<file path="config.mk">
export PLATFORM = sky130hd
export DESIGN_NAME = multiplier_iterative_param
export DESIGN_NICKNAME = d
export VERILOG_FILES = /design/src/rtl/multiplier_iterative_param.sv
export SDC_FILE = /design/constraint.sdc
export NUM_CORES = 1
export LEC_CHECK = 0
export CORE_UTILIZATION = 61
export DETAILED_ROUTE_END_ITERATION = 6
export PLACE_DENSITY = 0.86
export SETUP_SLACK_MARGIN = 0.4
export SLEW_MARGIN = 0
export SYNTH_ARGS = -nofsm -noshare
export SYNTH_HDL_FRONTEND = slang
export SYNTH_SLANG_ARGS = --single-unit
</file>
<file path="constraint.sdc">
create_clock -name clk -period 10.4 [get_ports clk]
set_input_delay 2.6 -clock clk [delete_from_list [all_inputs] [get_ports clk]]
set_output_delay 2.6 -clock clk [all_outputs]
set_load 0.03 [all_outputs]
</file>
<file path="src/rtl/multiplier_iterative_param.sv">
// multiplier_iterative_param
//
// Multi-cycle integer multiplier that consumes DIGIT multiplier bits per
// clock.
//   - Signed operands are reduced to magnitudes on accept.
//   - The sign is reapplied in a single FIX cycle.
//   - The product is held in DONE until the consumer takes it.
//
// Optional build macro: MULT_ITER_EARLY_TERM_EN
//   Defined   -> RUN exits as soon as the remaining multiplier magnitude is
//                zero (data-dependent latency, minimum one iteration).
//   Undefined -> RUN always performs exactly WIDTH/DIGIT iterations.
//   Product values are identical in both builds.
//
// WIDTH must be a multiple of DIGIT.
//
// Handshake semantics (both sides are strict valid/ready):
//   - Input transfer happens on a rising edge where in_valid && in_ready.
//     in_ready is high only in IDLE. in_valid seen in any other state is
//     ignored and the operands are not sampled.
//   - Output transfer happens on a rising edge where out_valid && out_ready.
//     out_valid is high only in DONE, and r is stable for as long as
//     out_valid is high. out_ready seen outside DONE is ignored.
//   - After an output transfer the block is in IDLE on the next cycle. A new
//     input therefore cannot be taken on the same edge that retires a
//     result.
//
// state_dbg exposes the FSM state: 0=IDLE, 1=RUN, 2=FIX, 3=DONE.

module multiplier_iterative_param #(
    parameter int WIDTH = 32,
    parameter int DIGIT = 4
) (
    input  logic                 clk,
    input  logic                 reset,
    input  logic                 in_valid,
    output logic                 in_ready,
    input  logic [WIDTH-1:0]     a,
    input  logic [WIDTH-1:0]     b,
    input  logic                 is_signed,
    output logic                 out_valid,
    input  logic                 out_ready,
    output logic [2*WIDTH-1:0]   r,
    output logic                 busy,
    output logic [1:0]           state_dbg
);

    // Number of iterations needed to consume the whole multiplier.
    localparam int N     = WIDTH / DIGIT;
    // Sized so that the value N-1 always fits, even when N is 1.
    localparam int CNT_W = (N > 1) ? $clog2(N + 1) : 1;
    localparam int PW    = 2 * WIDTH;

    typedef enum logic [1:0] {
        S_IDLE = 2'd0,
        S_RUN  = 2'd1,
        S_FIX  = 2'd2,
        S_DONE = 2'd3
    } state_t;

    state_t state_q;
    state_t state_d;

    // Datapath registers.
    logic [WIDTH-1:0] mp_q;   // remaining multiplier magnitude
    logic [PW-1:0]    mc_q;   // multiplicand magnitude, pre-shifted per digit
    logic [PW-1:0]    acc_q;  // running unsigned product magnitude
    logic [CNT_W-1:0] cnt_q;  // iterations completed so far
    logic             neg_q;  // final product must be negated

    // Combinational helpers.
    logic             accept;
    logic [WIDTH-1:0] mag_a;
    logic [WIDTH-1:0] mag_b;
    logic             neg_in;
    logic [PW-1:0]    digit_ext;
    logic [PW-1:0]    partial;
    logic [PW-1:0]    acc_nxt;
    logic [WIDTH-1:0] mp_shift;
    logic [PW-1:0]    mc_shift;
    logic             last_iter;
    logic [PW-1:0]    signed_result;

    // ------------------------------------------------------------------
    // Operand conditioning on accept.
    //
    // The signedness mode is fully absorbed here. It is folded into the
    // two magnitudes and the neg flag, so it never needs its own register.
    // The most negative operand negates to 2^(WIDTH-1). That value still
    // fits in WIDTH bits when the result is read as unsigned.
    // ------------------------------------------------------------------

    // Magnitudes and result sign of the incoming operands.
    always_comb begin
        accept = in_valid && (state_q == S_IDLE);
        mag_a  = (is_signed && a[WIDTH-1]) ? ({WIDTH{1'b0}} - a) : a;
        mag_b  = (is_signed && b[WIDTH-1]) ? ({WIDTH{1'b0}} - b) : b;
        // A zero operand forces a positive result, so -0 is never formed.
        neg_in = is_signed && (a[WIDTH-1] ^ b[WIDTH-1]) && (|a) && (|b);
    end

    // ------------------------------------------------------------------
    // One radix-2^DIGIT iteration.
    // ------------------------------------------------------------------

    // Partial product of the low multiplier digit, plus the shifted operands.
    always_comb begin
        digit_ext = {{(PW - DIGIT){1'b0}}, mp_q[DIGIT-1:0]};
        partial   = digit_ext * mc_q;
        acc_nxt   = acc_q + partial;
        mp_shift  = mp_q >> DIGIT;
        mc_shift  = mc_q << DIGIT;
`ifdef MULT_ITER_EARLY_TERM_EN
        // Stop after the Nth digit, or as soon as no nonzero digit remains.
        last_iter = (cnt_q == CNT_W'(N - 1)) || (mp_shift == {WIDTH{1'b0}});
`else
        // Always stop after exactly N digits, for a fixed latency.
        last_iter = (cnt_q == CNT_W'(N - 1));
`endif
        signed_result = neg_q ? ({PW{1'b0}} - acc_q) : acc_q;
    end

    // ------------------------------------------------------------------
    // FSM: state register, next-state logic, output decode.
    // ------------------------------------------------------------------

    // State register; reset abandons any operation in flight.
    always_ff @(posedge clk or posedge reset) begin
        if (reset) begin
            state_q <= S_IDLE;
        end else begin
            state_q <= state_d;
        end
    end

    // Next-state selection.
    always_comb begin
        state_d = state_q;
        case (state_q)
            S_IDLE: if (in_valid)  state_d = S_RUN;
            S_RUN:  if (last_iter) state_d = S_FIX;
            S_FIX:                 state_d = S_DONE;
            S_DONE: if (out_ready) state_d = S_IDLE;
            default:               state_d = S_IDLE;
        endcase
    end

    // Handshake and status outputs, all decoded directly from the state.
    always_comb begin
        in_ready  = (state_q == S_IDLE);
        out_valid = (state_q == S_DONE);
        busy      = (state_q == S_RUN) || (state_q == S_FIX);
        state_dbg = state_q;
    end

    // ------------------------------------------------------------------
    // Datapath registers.
    // ------------------------------------------------------------------

    // Operand load on accept, digit iteration in RUN, and sign fix-up.
    always_ff @(posedge clk or posedge reset) begin
        if (reset) begin
            mp_q  <= {WIDTH{1'b0}};
            mc_q  <= {PW{1'b0}};
            acc_q <= {PW{1'b0}};
            cnt_q <= {CNT_W{1'b0}};
            neg_q <= 1'b0;
        end else begin
            case (state_q)
                S_IDLE: begin
                    if (accept) begin
                        mp_q  <= mag_a;
                        mc_q  <= {{WIDTH{1'b0}}, mag_b};
                        acc_q <= {PW{1'b0}};
                        cnt_q <= {CNT_W{1'b0}};
                        neg_q <= neg_in;
                    end
                end
                S_RUN: begin
                    acc_q <= acc_nxt;
                    mp_q  <= mp_shift;
                    mc_q  <= mc_shift;
                    cnt_q <= cnt_q + CNT_W'(1);
                end
                default: begin
                    // FIX and DONE leave the iteration state untouched.
                end
            endcase
        end
    end

    // Result register.
    // Written only in FIX; holds its value through DONE and the idle time
    // that follows.
    always_ff @(posedge clk or posedge reset) begin
        if (reset) begin
            r <= {PW{1'b0}};
        end else if (state_q == S_FIX) begin
            r <= signed_result;
        end
    end

endmodule
</file>
==> results.yml <==
detailed_routing:
  wl_met1_mm: 23.2
  vias_per_cell: 5.91
  wl_mm: 51.8
  drt-initial-drc-count: 1401
  post-route-drc-count: 0
  dr.pass1.iters: 6
  topRoutingLayerUsed: "met4"
  wl_met3_mm: 3.76
  antenna_left: 0
  dr_total_vias: 17616
  wl_per_cell_um: 17.4
  dr_wl_met2_mm: 23.3
finish:
  drive_gt1_share_pct: 3.67
  area_growth_syn_to_layout_pct: 12.2
  nets: 2839
  diodes: 0
  fillers: 2549
clock_network:
  cts_tree: "built"
  clockBufferDepth: 3
  post_cts_buffers: 0
  clk-insertion-delay-late_ns: 0.56
  cts.htree.levels: 1
  cts_buffers: 26
  tritoncts_num_sinks: 231
  cts_hold_buf: 0
  clock-root-buffer: "clkbuf_16"
  post_cts_resized: 0
  clk_pin_slew_worst_paths_ns: 0.06
setup_path:
  path_class: "reg2reg"
  start_kind: "register"
  critPathMaxFanout: 64
  crit_arrival_ns: 7.01
  cp-end-kind: "register"
  required_ns: 10.84
  slowest_stage: "dfrtp_2"
  crit_top_cell: "fa_1"
  path_cells: "and2_1 -> fa_1 -> fa_1 -> inv_1 -> fa_1 -> inv_1 -> ha_1 -> nand2_1 -> nor3_1 -> nand4b_1 -> a21oi_1 -> o2111ai_1 -> a2111oi_0 -> buf_4 -> o21ai_0 -> a211oi_1 -> o21ai_0 -> a32o_1"
  max_stage_delay_ns: 0.99
placement:
  hpwlAfterDp_mm: 38.7
  pre_cts_slack_ns: 4.10
  port_buffers: 137
  gp_congestion: 0.954
timing:
  tns_ns: 0
  finalClockSkew_ns: 0.0128
  worst_slew_pin_slew_ns: 1.01
  setup_slack_ns: 3.83
  final-max-slew-violation-count: 0
  slew_headroom_pct: 32.6
  hold_viol_final: 0
  min_period_ns: 6.57
  rsz0062_at_grt: "no"
  period_share_pct: 63.2
  setup_viol: 0
  timing.fmax_mhz: 152
logic_synthesis:
  ys_warn_count: 0
  ys.flop_type: "dfrtp_1"
  synthArstFlopShare_pct: 100
  yosysSeqAreaShare_pct: 27.3
  ys_ff_latch: 231
  synth_nets: 2776
  postSynthCellCount: 2450
  synth.distinct_cells: 66
  avgSynthCellArea_um2: 8.63
  syn-cell-area_um2: 21200
  synth_edf_count: 0
floorplanning:
  die-area_um2: 35400
  die_y_um: 188
  initial_core_util_pct: 62.5
  rows: 67
  ios: 138
  die_x_um: 188
  core_area_um2: 33900
global_route:
  grt_usage_pct: 30.6
  grt_pass1_vias: 17856
  antenna_found_initial: 0
  grt_max_degree: 110
  grt_pass1_wl_mm: 88.5
  grt.overflow.total: 0
min_path:
  hold_class: "reg2reg"
run_status:
  outcome: "finished, final reports clean"
run:
  maxCapViolations: 0
[flip-flops by register name (all words and copies together), names as in the netlist]
| name | cells |
|---|---|
| acc_q | 64 |
| cnt_q | 4 |
| mc_q | 64 |
| mp_q | 32 |
| neg_q | 1 |
| r | 64 |
| state_dbg | 2 |
[cells by family after synthesis]
group                      Yosys count  share of synthesized area [%]
AOI/OAI and AO/OA                  618                           18.0
xor gates and xnor gates           173                           7.16
adders and majority gates          257                           21.7
buffers and inverters              447                           7.97
DFF                                231                           27.3
muxes                                5                          0.243
and+or+nand+nor                    719                           17.7
[cell usage in the layout (no fill, tap or decap), types with 17 or more instances in the layout]
cell type	Yosys	final
clkdlybuf4s50_1	0	137
ha_1	75	73
o22ai_1	50	50
o31ai_1	29	29
xnor2_1	112	112
o41ai_1	17	17
inv_1	332	331
a21o_1	25	25
nor3_1	21	21
o21ai_0	166	165
a21oi_1	209	209
or3_1	17	17
clkbuf_16	0	27
fa_1	182	182
nand2_1	162	161
nand4_1	20	20
nor2_1	160	160
and2_1	242	242
xor2_1	61	61
dfrtp_1	231	229
a22o_1	41	41
[critical path: cells and delay by family (launching register included)]
family                   cells  cell delay, ns
AO/OA/AOI/OAI                7            2.19
adder cells (fa/ha/maj)      4            1.89
AND/OR/NAND/NOR              4            1.02
flip-flops                   1            0.99
buffers and inverters        3            0.32
[path summary, 6_finish.rpt]
path / startpoint / endpoint / slack (ns) / cells past startpoint
worst max-delay path: mp_q[1] / acc_q[60] / 3.83 / 18
worst min-delay path: mp_q[2] / mp_q[2] / 0.49 / 2
worst max register to register: mp_q[1] / acc_q[60] / 3.83 / 18
worst min register to register: mp_q[2] / mp_q[2] / 0.49 / 2
max in group asynchronous: reset / neg_q / 6.47 / 3
min in group asynchronous: reset / r[10] / 2.58 / 2
[per-stage QoR]
step	instance area [um2]	util [%]	hold slack, ns	cells
finish	23700	70.1	0.487	2981
CTS	23700	70.1	0.484	2981
detailed placement	22800	67.3	0.471	2933
global placement	22800	67.3	0.463	2933
floorplan	21200	-	0.450	2450
global route	23700	70.1	0.510	2981
[cells in the mapped netlist (9+ instances only)]
master      n  area, um2
inv_1     332       1250
and2_1    242       1510
dfrtp_1   231       5780
a21oi_1   209       1050
fa_1      182       3640
o21ai_0   166        831
nand2_1   162        608
nor2_1    160        601
xnor2_1   112        981
clkbuf_1  105        394
ha_1       75        938
xor2_1     61        534
o22ai_1    50        313
a22o_1     41        359
o31ai_1    29        218
a21o_1     25        188
nor3_1     21        105
nand4_1    20        125
o41ai_1    17        149
or3_1      17        106
nand3_1    15       75.1
o21bai_1   15        113
nor4_1     14       87.6
nand2b_1   12       75.1
and3_1     11       68.8
nor2b_1    11       68.8
or4_1      11       82.6
a31oi_1     9       56.3
[final cells by class]
cell class	count	area, um2	area share [%]
clock buffer	34	762	3.21
clock inverter	14	169	0.712
inverter	332	1250	5.28
multi-input combinational	1772	13700	57.9
sequential	231	5780	24.4
tap	448	561	2.36
timing repair buffer	150	1470	6.19
[layer usage]
| metal | global-route usage, % | vias up |
|---|---|---|
| met5 | 0 | - |
| met4 | 10.2 | 0 |
| met2 | 48.0 | 692 |
| met3 | 4.19 | 116 |
| met1 | 43.9 | 8548 |
| li1 | - | 8260 |
Power is left out: the tool's default activity adds up to more than one toggle a clock period on the data nets, which glitch-free logic cannot reach.
